==> src/rtl/state_ctrl.sv <==
`default_nettype none
// +----------------------------------------------------------------------------+
// | state_ctrl: multi-cycle FETCH/EXEC1/EXEC2 sequencer with memory and        |
// | mul/div stalls. Optional define WAITREQ_TIMEOUT_EN adds a waitrequest      |
// | timeout that halts the core and raises a sticky error.                     |
// | Revision: 1.0                                                              |
// +----------------------------------------------------------------------------+

typedef logic [5:0]  opcode_t;
typedef logic [5:0]  funct_t;
typedef logic [4:0]  regaddr_t;
typedef logic [31:0] size_t;
typedef enum logic [2:0] {
  IDLE   = 3'd0,
  FETCH  = 3'd1,
  EXEC1  = 3'd2,
  EXEC2  = 3'd3,
  HALTED = 3'd4
} state_t;

module state_ctrl #(
  parameter int unsigned TIMEOUT_CYCLES = 256
) (
  input  logic     clk,
  input  logic     reset_i,
  input  opcode_t  opcode_i,
  input  funct_t   funct_i,
  input  regaddr_t rt_i,
  input  size_t    pc_i,
  input  logic     waitrequest_i,
  input  logic     md_busy_i,
  output state_t   state_o,
  output logic     ir_wen_o,
  output logic     pc_wen_o,
  output logic     reg_wen_o,
  output logic     mem_read_o,
  output logic     mem_write_o,
  output logic     addr_sel_o,
  output logic     active_o,
  output logic     error_o
);

  if (TIMEOUT_CYCLES < 1 || TIMEOUT_CYCLES > 65535) begin : g_timeout_range_chk
    $error("state_ctrl: TIMEOUT_CYCLES must be within 1..65535");
  end

  state_t state_q, state_d;
  logic   w_is_load, w_is_store, w_is_mem, w_is_special, w_is_mfhilo, w_is_write;
  logic   w_timeout;

  always_comb begin
    w_is_special = (opcode_i == 6'h00);
    w_is_load    = opcode_i inside {[6'h20:6'h26]};
    w_is_store   = opcode_i inside {6'h28, 6'h29, 6'h2B};
    w_is_mem     = w_is_load | w_is_store;
    w_is_mfhilo  = w_is_special && (funct_i inside {6'h10, 6'h12});
    // JR, MTHI/MTLO and MULT/DIV class produce no GPR result.
    w_is_write   = (w_is_special && !(funct_i inside {6'h08, 6'h11, 6'h13, [6'h18:6'h1B]}))
                 || (opcode_i == 6'h03)
                 || ((opcode_i == 6'h01) && (rt_i inside {5'h10, 5'h11}))
                 || (opcode_i inside {[6'h08:6'h0F]})
                 || w_is_load;
  end

  always_ff @(posedge clk or negedge reset_i) begin
    if (!reset_i) state_q <= IDLE;
    else          state_q <= state_d;
  end

  always_comb begin
    state_d     = state_q;
    ir_wen_o    = 1'b0;
    pc_wen_o    = 1'b0;
    reg_wen_o   = 1'b0;
    mem_read_o  = 1'b0;
    mem_write_o = 1'b0;
    addr_sel_o  = 1'b0;
    active_o    = 1'b0;
    unique case (state_q)
      IDLE: state_d = FETCH;
      FETCH: begin
        active_o = 1'b1;
        if (pc_i == '0) begin
          state_d = HALTED;
        end else begin
          mem_read_o = 1'b1;
          if (!waitrequest_i) state_d = EXEC1;
        end
      end
      EXEC1: begin
        active_o = 1'b1;
        ir_wen_o = 1'b1;
        if (w_is_mem) begin
          mem_read_o  = w_is_load;
          mem_write_o = w_is_store;
          addr_sel_o  = 1'b1;
        end
        if (!(w_is_mem && waitrequest_i)) begin
          pc_wen_o = 1'b1;
          state_d  = EXEC2;
        end
      end
      EXEC2: begin
        active_o = 1'b1;
        if (!(w_is_mfhilo && md_busy_i)) begin
          reg_wen_o = w_is_write;
          state_d   = FETCH;
        end
      end
      HALTED: state_d = HALTED;
      default: state_d = IDLE;
    endcase
    if (w_timeout) state_d = HALTED;
  end

  assign state_o = state_q;

`ifdef WAITREQ_TIMEOUT_EN
  localparam logic [15:0] c_timeout_last = 16'(TIMEOUT_CYCLES - 1);

  logic        w_req;
  logic [15:0] tmo_cnt_q, tmo_cnt_d;
  logic        error_q, error_d;

  assign w_req = ((state_q == FETCH) && (pc_i != '0)) || ((state_q == EXEC1) && w_is_mem);

  // The request is still presented during the final stalled cycle; it drops in HALTED.
  always_comb begin
    tmo_cnt_d = (w_req && waitrequest_i) ? tmo_cnt_q + 16'd1 : 16'd0;
    w_timeout = w_req && waitrequest_i && (tmo_cnt_q == c_timeout_last);
    error_d   = error_q | w_timeout;
  end

  always_ff @(posedge clk or negedge reset_i) begin
    if (!reset_i) begin
      tmo_cnt_q <= 16'd0;
      error_q   <= 1'b0;
    end else begin
      tmo_cnt_q <= tmo_cnt_d;
      error_q   <= error_d;
    end
  end

  assign error_o = error_q;
`else
  assign w_timeout = 1'b0;
  assign error_o   = 1'b0;
`endif

endmodule

`default_nettype wire
==> config.mk <==
export PLATFORM = sky130hd
export DESIGN_NAME = state_ctrl
export DESIGN_NICKNAME = d
export VERILOG_FILES = /design/src/rtl/state_ctrl.sv
export SDC_FILE = /design/constraint.sdc
export NUM_CORES = 1
export LEC_CHECK = 0
export ABC_CLOCK_PERIOD_IN_PS = 1250
export CORE_MARGIN = 2
export CORE_UTILIZATION = 24
export CTS_BUF_LIST = sky130_fd_sc_hd__clkbuf_4 sky130_fd_sc_hd__clkbuf_8
export DETAILED_ROUTE_END_ITERATION = 16
export PLACE_DENSITY_LB_ADDON = 0.08
export SLEW_MARGIN = 20
export SYNTH_ARGS = -nofsm -noshare
export SYNTH_HDL_FRONTEND = slang
export SYNTH_SLANG_ARGS = --single-unit
==> constraint.sdc <==
create_clock -name clk -period 1.25 [get_ports clk]
set_clock_uncertainty 0.05 [all_clocks]
set_input_delay 0.125 -clock clk [delete_from_list [all_inputs] [get_ports clk]]
set_output_delay 0.125 -clock clk [all_outputs]
set_load 0.02 [all_outputs]
==> results.yml <==
outcome:
  outcome: "complete, but fails checks"
  failed_checks: "setup timing"
yosys:
  synth-edff-count: 0
  synthesis.nets: 113
  yosys.area.top_type: "dfrtp_1"
  synth_xor_area_share_pct: 0
  synthDistinctLibCells: 29
  synth-main-ff-cell: "dfrtp_1"
  yosys.area_share.adder_pct: 0
  ys_seq_area_share_pct: 16.8
  synth_top_area_share_pct: 16.8
  synthCells: 60
  yosys_warnings: 0
  synth_top_family_by_area: "simple AND/OR/NAND/NOR gates"
  synthArstFlopShare_pct: 100
  muxShareOfSynthArea_pct: 2.51
  netlist_area_um2: 448
  synth.area.top_cells: "dfrtp_1 17%, nor4_1 11%, o41ai_2 7.3%, nor2_1 6.7%, nand2_1 5.9%"
  ys_ff_latch: 3
  synth_compound_area_share_pct: 27.9
  postSynthAreaPerCell_um2: 7.47
  synthSimpleGateAreaFrac_pct: 46.9
setup_path:
  rrSetupSlack_ps: -150
  crit_fanout: 2
  setup.worst_path.end_class: "output pin"
  r2r-end: "state_o[1]$_DFFE_PN0P_"
  worstReg2RegStart: "state_o[0]$_DFFE_PN0P_"
  cpLargestDelayFamily: "flip-flops"
  worstPathCellList: "inv_2 > nor2_2 > nand2b_1 > buf_6 > a31oi_4 > buf_6"
  slowest_delay_ps: 390
  crit_top_cell: "buf_6"
  ff2ff_path_depth: 5
  crit_cells: 6
  crit_end: "pc_wen_o"
  critPathKind: "reg2out"
  slowest_stage: "dfrtp_2"
  arrival_ps: 1370
  worst-path-buf-inv: 3
  start_kind: "flip-flop"
  startpoint: "state_o[1]$_DFFE_PN0P_"
  required_ps: 1080
hold_path:
  min_path_type: "in2async"
die:
  die_x_um: 47.2
  die_h_um: 47.2
  boundaryPins: 64
  row_count: 15
  core-area_um2: 1750
  dieArea_um2: 2230
  initial_utilization_pct: 25.7
timing:
  rsz0062_at_grt: "true"
  min_period_ps: 1540
  worst_slack_ps: -294
  period_share_pct: 123
  fin_tns_setup_ps: -1580
  clock.fmax_mhz: 648
  setup_viol: 8
  hold_viol: 0
  final_max_slew_viol_count: 0
pwr:
  p_per_area_nw_per_um2: 791
  ir_worst_vdd_uv: 876
  power_mw: 1.16
  leakage_nw: 0.690
cts:
  h-tree-depth: 1
  cts_max_path_buffers: 2
  worstSkewPairLatency_ps: 240
  cts_tree: "yes"
  clk_pin_slew_ps: 40
  cts_hold_buf: 0
  cts-root-buf: "clkbuf_4"
  cts.sinks: 3
  numCtsBuffers: 3
finish:
  regArea_um2: 77.6
  multiInputGateArea_um2: 593
  fin_cells: 177
  drive_gt1_share_pct: 73.7
  syn2layout_area_growth_pct: 228
  final_cell_mix: "22 x buf_6, 21 x buf_4, 19 x buf_2"
  fillers: 113
  mostFrequentLayoutCell: "buf_6"
  largest_register_ffs: 3
  antenna_cells: 0
  num-nets-final: 206
global_routing:
  grt_pass1_wl_um: 3760
  grt-ovfl-total: 0
  grt_pass1_vias: 863
  antenna_found_initial: 0
  grt_max_degree: 8
  grt_use_total_pct: 24.0
routing:
  via_per_inst: 5.05
  vias: 894
  drt_first_pass_iters: 4
  drt-total-wl_um: 2810
  drc: 0
  post_drt_wl_per_cell_um: 15.9
  drt-initial-drc-count: 8
  final_antenna_net_count: 0
placement:
  dpl.hpwl_um: 1920
  io_buffers: 61
  gp_congestion: 0.873
  placed_cells: 167
job:
  drv_cap: 0
cells by family (layout without fill, tap and decap cells):
logic type | Yosys count | in the layout
compound gates | 14 | 14
buf+inv | 5 | 97
flops | 3 | 3
mux | 1 | 1
other cells | 1 | 1
simple gates | 36 | 36
metal layers:
| metal | vias to the layer above | track usage (%) | routed length [um] |
|---|---|---|---|
| met5 | - | 0 | 0 |
| met4 | 0 | 3.33 | 38 |
| met3 | 6 | 8.08 | 298 |
| met2 | 50 | 46.6 | 1410 |
| met1 | 416 | 25.5 | 1070 |
| li1 | 422 | - | - |
synth_stat cells (2+ instances only):
cell type  instances
nor4_1             8
nand2_1            7
nor2_1             8
a31oi_1            2
o41ai_2            2
inv_1              4
or3_1              2
nand2b_1           4
dfrtp_1            3
per-stage QoR:
step / hold slack [ps] / cell area [um2] / util (%) / setup WS [ps]
2_1_floorplan: -221 / 479 / - / -126
3_3_place_gp: 264 / 1280 / 73.3 / -1020
3_5_place_dp: 275 / 1280 / 73.3 / -1030
4_1_cts: 26.2 / 1330 / 76.4 / -270
5_1_grt: 15.2 / 1470 / 84.3 / -367
6_report: 20.9 / 1470 / 84.3 / -294
worst min path at each step:
stage,end,depth (start not counted)
finish,state_o[2]$_DFFE_PN0P_,1
global route,state_o[0]$_DFFE_PN0P_,1
CTS,state_o[0]$_DFFE_PN0P_,1
detailed placement,state_o[0]$_DFFE_PN0P_,1
global placement,state_o[0]$_DFFE_PN0P_,1
floorplan,state_o[0]$_DFFE_PN0P_,0
final cells by class:
| class | count | share of cell area, % |
|---|---|---|
| sequential | 3 | 5.27 |
| inverter | 4 | 1.02 |
| timing repair buffer | 89 | 49.2 |
| clock buffer | 4 | 2.04 |
| tap | 25 | 2.13 |
| multi-input combinational | 52 | 40.3 |
power by group:
| part | internal, mW | leakage [nW] | switching [mW] | total [mW] |
|---|---|---|---|---|
| combinational | 0.452 | 0.638 | 0.363 | 0.816 |
| clock | 0.142 | 0.0184 | 0.0656 | 0.208 |
| sequential | 0.117 | 0.0340 | 0.0232 | 0.140 |
timing repair:
action / CTS / global route
pin swaps: 32 / 25
hold endpoints to repair: 0 / 0
buffers inserted: 6 / 6
gates resized for setup: 190 / 52
setup endpoints to repair: 13 / 13
worst reg2reg max path, cell delays in order, from the launching register on:
cell and delay (ps):
dfrtp_1 410, buf_6 130, nand2b_1 90, buf_4 160, or3_1 330, o2bb2ai_2 150
(Power assumes the default switching activity.)
